===== config.mk =====
export PLATFORM = sky130hd
export DESIGN_NAME = rgb565_dvp_tx_flat
export DESIGN_NICKNAME = d
export VERILOG_FILES = /design/src/rtl/rgb565_dvp_tx_if.sv /design/src/rtl/rgb565_dvp_tx.sv /design/src/flat_wrapper.sv
export SDC_FILE = /design/constraint.sdc
export NUM_CORES = 1
export LEC_CHECK = 0
export CORE_MARGIN = 4
export CORE_UTILIZATION = 45
export CTS_CLUSTER_SIZE = 24
export DETAILED_ROUTE_END_ITERATION = 8
export DONT_BUFFER_PORTS = 1
export GPL_TIMING_DRIVEN = 0
export PLACE_DENSITY = 0.71
export SKIP_CTS_REPAIR_TIMING = 1
export SLEW_MARGIN = 20
export SYNTH_ARGS = -nofsm -noshare
export SYNTH_HDL_FRONTEND = slang
export SYNTH_SLANG_ARGS = --single-unit

===== constraint.sdc =====
create_clock -name pclk -period 2.27 [get_ports pclk]
set_input_delay 0.227 -clock pclk [delete_from_list [all_inputs] [get_ports pclk]]
set_output_delay 0.227 -clock pclk [all_outputs]
set_load 0.1 [all_outputs]

===== src/rtl/rgb565_dvp_tx_if.sv =====
`default_nettype none
// ============================================================================
// Module   : rgb565_dvp_tx_if
// Brief    : RGB565 pixel stream handshake between a pixel source and the DVP transmitter.
// Revision : 1.0 - initial release
// ============================================================================
interface rgb565_dvp_tx_if;
  logic [15:0] pix_data;
  logic        pix_valid;
  logic        pix_ready;

  modport master (output pix_data, output pix_valid, input  pix_ready);
  modport slave  (input  pix_data, input  pix_valid, output pix_ready);
endinterface
`default_nettype wire


===== src/rtl/rgb565_dvp_tx.sv =====
`default_nettype none
// ============================================================================
// Module   : rgb565_dvp_tx
// Brief    : RGB565 pixel stream to 8-bit DVP (vsync/href/data) frame generator.
//            Optional macro RGB565_RB_SWAP_EN swaps the R and B fields of each pixel.
// Revision : 1.0 - initial release
// ============================================================================
module rgb565_dvp_tx #(
  parameter int H_ACTIVE = 1280,
  parameter int H_BLANK  = 160,
  parameter int V_ACTIVE = 720,
  parameter int VS_LINES = 4,
  parameter int V_BACK   = 20,
  parameter int V_FRONT  = 5
) (
  input  wire logic           pclk,
  input  wire logic           rst_n,
  input  wire logic           enable,
  rgb565_dvp_tx_if.slave      pix,
  output logic                vs_o,
  output logic                de_o,
  output logic [7:0]          pdata_o,
  output logic                underrun_o,
  output logic                frame_done_o
);

  localparam int c_LINE_CYC = 2*H_ACTIVE + H_BLANK;
  localparam int c_BW       = $clog2(c_LINE_CYC);
  localparam int c_MAXL_A   = (VS_LINES > V_BACK)  ? VS_LINES : V_BACK;
  localparam int c_MAXL_B   = (V_ACTIVE > V_FRONT) ? V_ACTIVE : V_FRONT;
  localparam int c_MAXL     = (c_MAXL_A > c_MAXL_B) ? c_MAXL_A : c_MAXL_B;
  localparam int c_LW       = $clog2(c_MAXL + 1);

  localparam logic [c_BW-1:0] c_BYTE_LAST = c_BW'(c_LINE_CYC - 1);
  localparam logic [c_BW-1:0] c_DE_END    = c_BW'(2*H_ACTIVE);
  localparam logic [c_LW-1:0] c_VS_LAST   = c_LW'(VS_LINES - 1);
  localparam logic [c_LW-1:0] c_VB_LAST   = c_LW'(V_BACK - 1);
  localparam logic [c_LW-1:0] c_ACT_LAST  = c_LW'(V_ACTIVE - 1);
  localparam logic [c_LW-1:0] c_VF_LAST   = c_LW'(V_FRONT - 1);

  typedef enum logic [2:0] {
    ST_IDLE   = 3'd0,
    ST_VSYNC  = 3'd1,
    ST_VBACK  = 3'd2,
    ST_ACTIVE = 3'd3,
    ST_VFRONT = 3'd4
  } state_t;

  state_t          state_q, state_d;
  logic [c_BW-1:0] byte_cnt_q, byte_cnt_d;
  logic [c_LW-1:0] line_cnt_q, line_cnt_d;
  logic            ready_q;
  logic            vs_q;
  logic            de_q;
  logic [7:0]      pdata_q;
  logic [7:0]      lo_q;
  logic            underrun_q;
  logic            frame_done_q;

  logic [c_LW-1:0] w_line_last;
  logic            w_in_de;
  logic            w_next_slot;
  logic [15:0]     w_pix;
  logic [15:0]     w_slot_pix;

`ifdef RGB565_RB_SWAP_EN
  assign w_pix = {pix.pix_data[4:0], pix.pix_data[10:5], pix.pix_data[15:11]};
`else
  assign w_pix = pix.pix_data;
`endif

  // A starved slot still occupies its two byte times, carrying black.
  assign w_slot_pix = pix.pix_valid ? w_pix : 16'h0000;

  always_comb begin
    w_line_last = '0;
    case (state_q)
      ST_VSYNC:  w_line_last = c_VS_LAST;
      ST_VBACK:  w_line_last = c_VB_LAST;
      ST_ACTIVE: w_line_last = c_ACT_LAST;
      ST_VFRONT: w_line_last = c_VF_LAST;
      default:   w_line_last = '0;
    endcase
  end

  always_comb begin
    state_d    = state_q;
    byte_cnt_d = byte_cnt_q;
    line_cnt_d = line_cnt_q;
    if (state_q == ST_IDLE) begin
      if (enable) state_d = ST_VSYNC;
    end else if (byte_cnt_q == c_BYTE_LAST) begin
      byte_cnt_d = '0;
      if (line_cnt_q == w_line_last) begin
        line_cnt_d = '0;
        case (state_q)
          ST_VSYNC:  state_d = ST_VBACK;
          ST_VBACK:  state_d = ST_ACTIVE;
          ST_ACTIVE: state_d = ST_VFRONT;
          ST_VFRONT: state_d = enable ? ST_VSYNC : ST_IDLE;
          default:   state_d = ST_IDLE;
        endcase
      end else begin
        line_cnt_d = line_cnt_q + c_LW'(1);
      end
    end else begin
      byte_cnt_d = byte_cnt_q + c_BW'(1);
    end
  end

  // Outputs trail the line/byte counters by one clock, so the counter
  // position one ahead tells us when to raise pix_ready.
  assign w_in_de     = (state_q == ST_ACTIVE) && (byte_cnt_q < c_DE_END);
  assign w_next_slot = (state_d == ST_ACTIVE) && (byte_cnt_d < c_DE_END) && !byte_cnt_d[0];

  always_ff @(posedge pclk or negedge rst_n) begin
    if (!rst_n) begin
      state_q      <= ST_IDLE;
      byte_cnt_q   <= '0;
      line_cnt_q   <= '0;
      ready_q      <= 1'b0;
      vs_q         <= 1'b0;
      de_q         <= 1'b0;
      pdata_q      <= 8'h00;
      lo_q         <= 8'h00;
      underrun_q   <= 1'b0;
      frame_done_q <= 1'b0;
    end else begin
      state_q      <= state_d;
      byte_cnt_q   <= byte_cnt_d;
      line_cnt_q   <= line_cnt_d;
      ready_q      <= w_next_slot;
      vs_q         <= (state_q == ST_VSYNC);
      de_q         <= w_in_de;
      frame_done_q <= (state_q == ST_ACTIVE) && (line_cnt_q == c_ACT_LAST) &&
                      (byte_cnt_q == c_DE_END);
      if (ready_q) begin
        pdata_q <= w_slot_pix[15:8];
        lo_q    <= w_slot_pix[7:0];
        if (!pix.pix_valid) underrun_q <= 1'b1;
      end else if (w_in_de) begin
        pdata_q <= lo_q;
      end else begin
        pdata_q <= 8'h00;
      end
      if ((state_q == ST_VSYNC) && (line_cnt_q == '0) && (byte_cnt_q == '0))
        underrun_q <= 1'b0;
    end
  end

  assign pix.pix_ready = ready_q;
  assign vs_o          = vs_q;
  assign de_o          = de_q;
  assign pdata_o       = pdata_q;
  assign underrun_o    = underrun_q;
  assign frame_done_o  = frame_done_q;

endmodule
`default_nettype wire


===== src/flat_wrapper.sv =====
// flat-port wrapper written by rule: the top's interface ports become plain ports
module rgb565_dvp_tx_flat 
#(
  parameter int H_ACTIVE = 1280,
  parameter int H_BLANK  = 160,
  parameter int V_ACTIVE = 720,
  parameter int VS_LINES = 4,
  parameter int V_BACK   = 20,
  parameter int V_FRONT  = 5
)
  (pclk, rst_n, enable, vs_o, de_o, pdata_o, underrun_o, frame_done_o, pix_pix_data, pix_pix_valid, pix_pix_ready);
  rgb565_dvp_tx_if pix_i ();
  input  wire logic pclk;
  input  wire logic rst_n;
  input  wire logic enable;
  output logic vs_o;
  output logic de_o;
  output logic [7:0] pdata_o;
  output logic underrun_o;
  output logic frame_done_o;
  input wire logic [$bits(pix_i.pix_data)-1:0] pix_pix_data;
  input wire logic [$bits(pix_i.pix_valid)-1:0] pix_pix_valid;
  output wire logic [$bits(pix_i.pix_ready)-1:0] pix_pix_ready;
  assign pix_i.pix_data = pix_pix_data;
  assign pix_i.pix_valid = pix_pix_valid;
  assign pix_pix_ready = pix_i.pix_ready;
  rgb565_dvp_tx #(.H_ACTIVE(H_ACTIVE), .H_BLANK(H_BLANK), .V_ACTIVE(V_ACTIVE), .VS_LINES(VS_LINES), .V_BACK(V_BACK), .V_FRONT(V_FRONT)) u_core (.pclk(pclk), .rst_n(rst_n), .enable(enable), .pix(pix_i), .vs_o(vs_o), .de_o(de_o), .pdata_o(pdata_o), .underrun_o(underrun_o), .frame_done_o(frame_done_o));
endmodule

==> impl_metrics.csv <==
group,metric,value,unit
setup_path,start_kind,"flip-flop",
drt,drcViolationCount,0,
drt,detailedRoute.firstPassIterationCount,4,
sta,hold_violations,0,
yosys,synth-async-reset-ratio,100,%
yosys,netlist.area_leader.share,47.8,%
place,dp_hpwl,3470,um
sta,timing.final.setup_violations,0,
power_and_ir_drop,comb_power_share,1.9,%
worst_hold_path,min_delay_worst_endpoint,"u_core.pdata_o[3]",
power_and_ir_drop,vdd_ir_drop_max,0.287,mV
clock_network,clockRootBuffer,"sky130_fd_sc_hd__clkbuf_8",
clock_network,clock_transition_time_at_the_flip_flop_clock_pins_of_the_worst_setup_and_hold_paths,90,ps
yosys,yosysWarningCount,0,
setup_path,worst_r2r_path_depth,5,
power_and_ir_drop,p_switching,0.313,mW
yosys,ys_seq_elements,46,
final_layout,fin_util,51.6,%
yosys,netlist_area,2410,um^2
worst_hold_path,worstHoldPathCells,2,
setup_path,worstReg2RegEnd,"u_core.pix.pix_ready",
final_layout,num_antenna_cells,0,
drt,drt-vias-per-instance,5.46,
global_routing,all_layer_global_routing_usage,15.9,%
outcome,run_status,"finished, final reports clean",
drt,totalWireLength,4780,um
global_routing,grtUsageMet1,22.1,%
yosys,synth.most_common_cell,"sky130_fd_sc_hd__dfrtp_1",
global_routing,first_global_vias,1672,
yosys,yosys.area.top_type,"sky130_fd_sc_hd__dfrtp_1",
yosys,netlist_top_cells_area,"sky130_fd_sc_hd__dfrtp_1 48%, sky130_fd_sc_hd__nand2_1 4.7%, sky130_fd_sc_hd__o21ai_0 4.2%",
die,io_pins,33,
place,finalWeightedCongestion,0.799,
die,chipHeight,81.1,um
clock_network,cts_sinks,46,
clock_network,number_of_cts_inserted_buffers,5,
die,floorplan.die_area,6580,um^2
global_routing,antenna_found_initial,0,
power_and_ir_drop,power.share.switching,23.0,%
drt,wl_per_cell,14.7,um
final_layout,design.final.nets,279,
die,row_count,26,
sta,achievable-frequency,0.468,GHz
global_routing,globalRoute.busiestLayer,"met2",
sta,finalCritPeriodShare,94.1,%
clock_network,cts.htree.levels,2,
setup_path,cp_max_fo,7,
yosys,ys.flop_type,"sky130_fd_sc_hd__dfrtp_1",
power_and_ir_drop,pwr-share-clk,38.0,%
setup_path,r2r_setup_slack,130,ps
sta,layout_min_cycle_time,2140,ps
yosys,syn_nets,268,
sta,timing.hold.ws,43.7,ps
die,core_region_area,5140,um^2
clock_network,cts-root-to-sink-buffers,2,
die,initial_core_util,46.8,%
global_routing,grt_first_pass_wirelength,8130,um
power_and_ir_drop,intPower,1.05,mW
yosys,count_of_flip_flops_with_a_built_in_enable_after_synthesis,0,
drt,final_antenna_net_count,0,
clock_network,tritoncts,"yes",
final_layout,drive_above_1_share,11.3,%
global_routing,grt_use_met3,4.21,%
place,port-buffer-count,0,
yosys,synth.yosys.seq_area_share,47.8,%
sta,tightest_slew,943,ps
die,x_dimension_of_the_die,81.1,um
yosys,syn_avg_cell_area,9.86,um^2
yosys,synth_common_cells,"46 x sky130_fd_sc_hd__dfrtp_1, 30 x sky130_fd_sc_hd__nand2_1, 20 x sky130_fd_sc_hd__o21ai_0",
run,cap_viol_max_count,0,
sta,timing.clock.skew,5.49,ps
global_routing,gr-usage-met2,25.0,%
final_layout,syn2layout_area_growth,10.1,%
drt,total_vias_in_the_final_route,1780,
power_and_ir_drop,power.leakage,1.15,nW
setup_path,timing.critical_path.required,2480,ps
global_routing,final_global_route_overflow_total,0,
worst_hold_path,start_point_of_the_worst_min_delay_path,"pix_pix_data[11]",
sta,grt_setup_unrepaired,"no",
setup_path,worst-endpoint-arrival,2340,ps
power_and_ir_drop,fraction_of_power_consumed_by_sequential_logic,60.1,%
clock_network,clock_latency_at_the_later_pin_of_the_worst_skew_pair,290,ps
drt,detailedRoute.firstIterationViolations,113,
setup_path,criticalPathCategory,"flip-flop to flip-flop",
sta,slew-limit-headroom,37.1,%
setup_path,endpoint_kind,"flip-flop",
worst_hold_path,timing.hold.worst.class,"primary input to flip-flop",
yosys,synthDistinctLibCells,51,
power_and_ir_drop,power.density,514,nW/um^2
sta,maxSlewViolCount,0,
setup_path,reg2reg_from,"u_core.byte_cnt_q[7]",
global_routing,grt_start_max_net_pins,47,
yosys,postSynthCellCount,244,
-- state kept, by name (all words and copies together), names as in the netlist, 3 cells and up --
register,count
u_core.pdata_o,8
u_core.line_cnt_q,10
u_core.lo_q,8
u_core.byte_cnt_q,12
u_core.state_q,3
-- logic make-up after synthesis --
logic type / count (synthesis) / synth area share, %
compound gates: 32 / 8.11
flops: 46 / 47.8
mux: 5 / 2.13
buf+inv: 22 / 6.50
fa+ha+maj: 5 / 2.50
simple gates: 119 / 27.5
xor+xnor: 15 / 5.46
-- area by class of cell --
cell class	count	area (um^2)
Fill cell	467	2490
Sequential cell	46	1150
Multi-Input combinational cell	176	1110
Buffer	12	114
Tap cell	70	87.6
Clock buffer	5	68.8
Timing Repair Buffer	5	60.1
Inverter	9	33.8
Clock inverter	3	25.0
-- power groups by stage --
stage / combinational (mW) / sequential [mW] / clock [mW]
6_report: 0.0257 / 0.819 / 0.517
5_1_grt: 0.0303 / 0.819 / 0.573
4_1_cts: 0.00344 / 0.819 / 0.534
3_5_place_dp: 0.00344 / 0.835 / 0
3_3_place_gp: 0.00334 / 0.835 / 0
2_1_floorplan: 0.00250 / 0.835 / 0
-- cell usage in the layout, fill, tap and decap left out, types with 2 or more instances in the layout --
cell type / n
sky130_fd_sc_hd__or3_1: 4
sky130_fd_sc_hd__nor3b_1: 2
sky130_fd_sc_hd__and3_2: 2
sky130_fd_sc_hd__a22o_1: 2
sky130_fd_sc_hd__clkbuf_8: 6
sky130_fd_sc_hd__nor3_1: 8
sky130_fd_sc_hd__and3_1: 3
sky130_fd_sc_hd__o21ai_0: 20
sky130_fd_sc_hd__nor2_1: 17
sky130_fd_sc_hd__inv_1: 9
sky130_fd_sc_hd__and2_1: 2
sky130_fd_sc_hd__nand4_1: 6
sky130_fd_sc_hd__o31ai_1: 3
sky130_fd_sc_hd__nand2b_1: 6
sky130_fd_sc_hd__clkbuf_1: 6
sky130_fd_sc_hd__ha_1: 4
sky130_fd_sc_hd__xor2_1: 4
sky130_fd_sc_hd__dfrtp_1: 46
sky130_fd_sc_hd__xnor2_1: 11
sky130_fd_sc_hd__clkbuf_2: 2
sky130_fd_sc_hd__nor4_1: 5
sky130_fd_sc_hd__nand3_1: 15
sky130_fd_sc_hd__nand2_1: 30
sky130_fd_sc_hd__mux2i_1: 4
sky130_fd_sc_hd__buf_4: 3
sky130_fd_sc_hd__nor2b_1: 5
-- critical path, stage by stage (launching register included) --
cell                       delay, ps
sky130_fd_sc_hd__dfrtp_1         480
sky130_fd_sc_hd__or3b_4          450
sky130_fd_sc_hd__nor3_2          450
sky130_fd_sc_hd__nand4_2         290
sky130_fd_sc_hd__mux2i_1         190
sky130_fd_sc_hd__a211oi_1        190
-- metrics by stage --
step / std cells / setup WS [ps] / power (mW) / setup TNS (ps) / area, um^2
floorplan: 244 / 247 / 0.838 / 0 / 2410
global placement: 314 / -87.6 / 0.838 / -117 / 2490
detailed placement: 314 / -101 / 0.839 / -220 / 2490
CTS: 322 / -126 / 1.36 / -293 / 2590
global route: 326 / 7.06 / 1.42 / 0 / 2650
finish: 326 / 135 / 1.36 / 0 / 2650
-- per-layer routing --
layer / vias to the layer above / routed length (um) / part of all wire [%]
li1: 873 / - / -
met4: 0 / 46 / 0.96
met3: 5 / 298 / 6.2
met1: 860 / 2310 / 48
met5: - / 0 / 0
met2: 42 / 2130 / 45
-- how the worst max path moves through the flow --
| stage | cells after the start | start | slack, ps | to |
|---|---|---|---|---|
| 3_3_place_gp | 5 | u_core.byte_cnt_q[7] | -90 | u_core.pix.pix_ready |
| 2_1_floorplan | 6 | u_core.line_cnt_q[3] | 250 | u_core.line_cnt_q[0] |
| 4_1_cts | 5 | u_core.byte_cnt_q[7] | -130 | u_core.pix.pix_ready |
| 6_report | 5 | u_core.byte_cnt_q[7] | 130 | u_core.pix.pix_ready |
| 5_1_grt | 6 | u_core.byte_cnt_q[0] | 7 | u_core.state_q[0] |
| 3_5_place_dp | 5 | u_core.byte_cnt_q[7] | -100 | u_core.pix.pix_ready |
Note: power is estimated with default switching activity, not from simulation.
==> RTL change 1 (same flow settings) <==
`VS_LINES` is set to 4 in 2 places; all go to 2.
--- a/src/rtl/rgb565_dvp_tx.sv
+++ b/src/rtl/rgb565_dvp_tx.sv
@@ -11,3 +11,3 @@
   parameter int V_ACTIVE = 720,
-  parameter int VS_LINES = 4,
+  parameter int VS_LINES = 2,
   parameter int V_BACK   = 20,
--- a/src/flat_wrapper.sv
+++ b/src/flat_wrapper.sv
@@ -6,3 +6,3 @@
   parameter int V_ACTIVE = 720,
-  parameter int VS_LINES = 4,
+  parameter int VS_LINES = 2,
   parameter int V_BACK   = 20,
Function: same outputs for any inputs over 10 cycles, from zero or initial values and one cycle with rst_n low; that may be too few to reach the edited logic, so the function may still have changed.
==> RTL change 1 against the unedited design <==
Wire length up 5.7%; power up 1.7%; sequential cell count unchanged; final area down 1.6%; synthesized area down 1.4%; maximum frequency up 1.1%; critical path depth unchanged; worst setup slack better by 0.023 ns; critical path type unchanged; critical endpoint is now u_core.pdata_o[7]; largest power group unchanged.
==> RTL change 1: results (changes against the unedited design) <==
DR WL met3=161 µm (-46%); DP Worst Slack=0.129 ns (+0.230 ns); Leakage=1.10 nW (-4.3%); total track usage=16.2% (+0.31 points); Peak VDD IR=0.280 mV (-2.3%); synthesized net count=265 (-1.1%); number of non-clock buffers=14 (-3); Sw Pwr=327 µW (+4.5%); Signal buf overhead=4.08% (-2.5 points); Inverters excl. clock=10 (+1); Iteration-0 DRC Markers=112 (-0.88%); GR Util met1=22.2% (+0.13 points); post-synthesis compound-gate area fraction=11.6% (+3.5 points); multi-input gates=175 (-0.57%); status=finished, final reports clean; clock latency on the worst-skew pair=0.31 ns (+0.02 ns); metal2 WL=2570 µm (+21%); register area share after synthesis=48.5% (+0.66 points); grt met2 use=25.1% (+0.042 points); drt wl/cell=15.6 µm (+6.7%); vias per cell=5.58 (+2.2%); first-pass GRT wire length=8160 µm (+0.42%); crit-path max FO=10 (+3); number of fillers in the final layout=459 (-1.7%); Post-Synth XOR/XNOR Area=7.01% (+1.6 points); multi-input logic area=0.00113 mm² (+1.9%); clock network area share=3.60% (+0.058 points); sequential power=828 µW (+1%); Synth area leaders=dfrtp_1, nand2_1, xnor2_1, nand3_1, xor2_1; CP max stage delay=0.96 ns (+0.48 ns); Synth top cells by count=dfrtp_1, nand2_1, nand3_1; mux cell area share after synthesis=1.32% (-0.81 points); met3 Use GR=3.70% (-0.51 points)
[RTL change 1: cell types whose count changed after synthesis, sizes merged, moves of 4 or more]
cell / before / now
nor3: 10 / 5
a21oi: 0 / 8
xor2: 4 / 8
o21ai: 20 / 13
clkbuf: 9 / 5
nor2: 17 / 12
[RTL change 1: stage by stage]
step | TNS (ns) | utilization [%] | instance area (µm²) | hold WS [ns] | std cells
4_1_cts | 0 | 50.0 | 2550 | -0.406 | 319
3_5_place_dp | 0 | 48.2 | 2460 | -0.0678 | 311
2_1_floorplan | 0 | - | 2370 | -0.0686 | 241
5_1_grt | -0.0260 | 51.1 | 2610 | 0.0229 | 323
6_report | 0 | 51.1 | 2610 | 0.0319 | 323
3_3_place_gp | 0 | 48.2 | 2460 | -0.0677 | 311
[RTL change 1: final timing paths]
check | from | end | slack [ns] | depth (start not counted)
worst max-delay path | u_core.pix.pix_ready | u_core.pdata_o[7] | 0.16 | 5
min in group asynchronous | rst_n | u_core.pdata_o[0] | 0.42 | 2
worst max register to register | u_core.pix.pix_ready | u_core.pdata_o[7] | 0.16 | 5
worst min register to register | u_core.lo_q[6] | u_core.lo_q[6] | 0.48 | 2
max in group asynchronous | rst_n | u_core.vs_o | 1.63 | 2
worst min-delay path | pix_pix_data[10] | u_core.pdata_o[2] | 0.03 | 2
[RTL change 1: cells by family (layout without fill, tap and decap cells)]
logic type / Yosys count / after routing
and+or+nand+nor: 108 / 108
DFF: 46 / 46
AOI/OAI and AO/OA: 41 / 41
buffers and inverters: 20 / 32
xor gates and xnor gates: 19 / 19
adders and majority gates: 4 / 4
muxes: 3 / 3
==> RTL change 2 (same flow settings) <==
Made on the original files. Make the reset (`rst_n`) synchronous in one clocked block.
--- a/src/rtl/rgb565_dvp_tx.sv
+++ b/src/rtl/rgb565_dvp_tx.sv
@@ -115,3 +115,3 @@
 
-  always_ff @(posedge pclk or negedge rst_n) begin
+  always_ff @(posedge pclk) begin
     if (!rst_n) begin
Check against the original RTL: differs if rst_n is asserted again (counterexample within 4 cycles, from zero or initial values and one cycle with rst_n low); with rst_n held inactive, the same outputs for 10 cycles.
==> RTL change 2 against the unedited design <==
First-iteration DRC count shrank 13%; non-clock buffer count shrank 5; final area shrank 8.8%; synthesized area shrank 7.5%; final cell count grew 0.61%; worst hold slack lost 0.0099 ns; global-route usage shrank 0.27 points; sequential cell count is the same; wire length shrank 6.8%; worst setup slack gained 0.023 ns; maximum frequency grew 1.1%; critical path type unchanged; critical endpoint is now u_core.line_cnt_q[8]; highest routed layer unchanged.
Power is not compared: it rests on default switching activity, and its combinational part moved more than twofold at a synthesized area within 25%.
==> RTL change 2: results (changes against the unedited design) <==
status=finished, final reports clean; Cell variety after synth=43 (-16%); number of global-route vias before repair=1674 (+0.12%); Worst-path clk slew=0.09 ns (about the same); Cells after DPL=320 (+1.9%); share of cells above drive strength 1=9.96% (-1.4 points); DR WL met3=264 µm (-11%); Most used DFF post-synth=dfxtp_1; DP Area=0.00231 mm² (-7.4%); Synth top cells by count=dfxtp_1, nand2_1, nor2_1; Post-Syn Area per Cell=8.79 µm² (-11%); Iteration-0 DRC Markers=98 (-13%); crit-path max FO=6 (-1); Post-synth ARST share=0% (-100 points); drt first pass iters=4 (unchanged); largest net degree at the start of global routing=16 (-66%); drt wl/cell=13.6 µm (-7.3%); reg2reg path depth=7 (+2); DP HPWL=3380 µm (-2.8%); Peak VDD IR=0.289 mV; total track usage=15.7% (-0.27 points); Num CTS Buffers=5 (unchanged); Max clock buf depth=2 (unchanged); largest registers=u_core.byte_cnt_q: 12 flops, u_core.line_cnt_q: 10 flops; top layer in use=met4; post-route minimum period=2.11 ns (-0.0234 ns); Synth Warn #=0 (unchanged); DRT met1 WL=2100 µm (-9.0%); DP Worst Slack=0.180 ns (+0.282 ns); CTS root buf=clkbuf_8; antenna viol nets, final=0 (unchanged); Non-Filler Instances=328 (+0.61%); GPL Wtd Cong=0.806 (+0.81%); grt met2 use=26.4% (+1.3 points); Hold Path Cell Cnt=2 (unchanged); register area share after synthesis=41.4% (-6.4 points); Leakage=0.847 nW; I/O Buffers=0 (unchanged); Hold WC Path Type=primary input to flip-flop; fin nets=284 (+1.8%); first-pass GRT wire length=7710 µm (-5.1%); worst-case clock skew=0.00295 ns (-0.00255 ns); Synth area leaders=dfxtp_1, nand2_1, xnor2_1, nor2_1, xor2_1; GR Util met1=19.9% (-2.2 points); Worst Path Arrival=2.30 ns (-0.04 ns); vias per cell=5.33 (-2.4%); met3 Use GR=3.67% (-0.54 points); H-tree depth=2 (unchanged); Diodes inserted=0 (unchanged); clock latency on the worst-skew pair=0.30 ns; antenna violations before repair=0 (unchanged); worst-margin pin slew=0.993 ns (+0.0491 ns); Post-Synth XOR/XNOR Area=8.27% (+2.8 points); metal2 WL=2060 µm (-3.4%); post-synthesis compound-gate area fraction=10.3% (+2.2 points); Synth Area in Adders=2.25% (-0.25 points); mux cell area share after synthesis=2.31% (+0.17 points); number of fillers in the final layout=481 (+3.0%)
[RTL change 2: cell count changes after synthesis, sizes merged, moves of 3 or more]
cell / before / now
o31ai: 3 / 0
dfxtp: 0 / 46
nor4: 6 / 9
buf: 2 / 5
nor2: 17 / 25
a21oi: 0 / 4
nand2: 30 / 26
a21boi: 0 / 9
or3: 4 / 1
dfrtp: 46 / 0
xor2: 4 / 10
o21ai: 20 / 12
[RTL change 2: worst max-delay path, stage by stage (launching register included)]
cell and delay [ns]:
dfxtp_1 0.44, ha_1 0.26, nand3_1 0.21, nor4_4 0.43, nand3_1 0.20, nor3_1 0.27
xnor2_1 0.15, nor2_1 0.05
[RTL change 2: report_power, final]
| group | internal (mW) | switching (mW) |
|---|---|---|
| combinational | 0.0274 | 0.0472 |
| sequential | 0.811 | 0.0121 |
| clock | 0.217 | 0.285 |
[RTL change 2: path summary, 6_finish.rpt]
check	startpoint	end	slack [ns]
setup / recovery	u_core.byte_cnt_q[0]	u_core.line_cnt_q[8]	0.16
hold / removal	pix_pix_data[8]	u_core.pdata_o[0]	0.03
setup reg to reg	u_core.byte_cnt_q[0]	u_core.line_cnt_q[8]	0.16
hold reg to reg	u_core.lo_q[1]	u_core.pdata_o[1]	0.48
[RTL change 2: cell type report]
| class | instances | area, µm² | area share (%) |
|---|---|---|---|
| Clock inverter | 3 | 21.3 | 0.880 |
| Buffer | 12 | 67.6 | 2.80 |
| Multi-Input combinational cell | 184 | 1210 | 50.1 |
| Sequential cell | 46 | 922 | 38.2 |
| Inverter | 11 | 41.3 | 1.71 |
| Clock buffer | 5 | 68.8 | 2.85 |
| Tap cell | 67 | 83.8 | 3.47 |
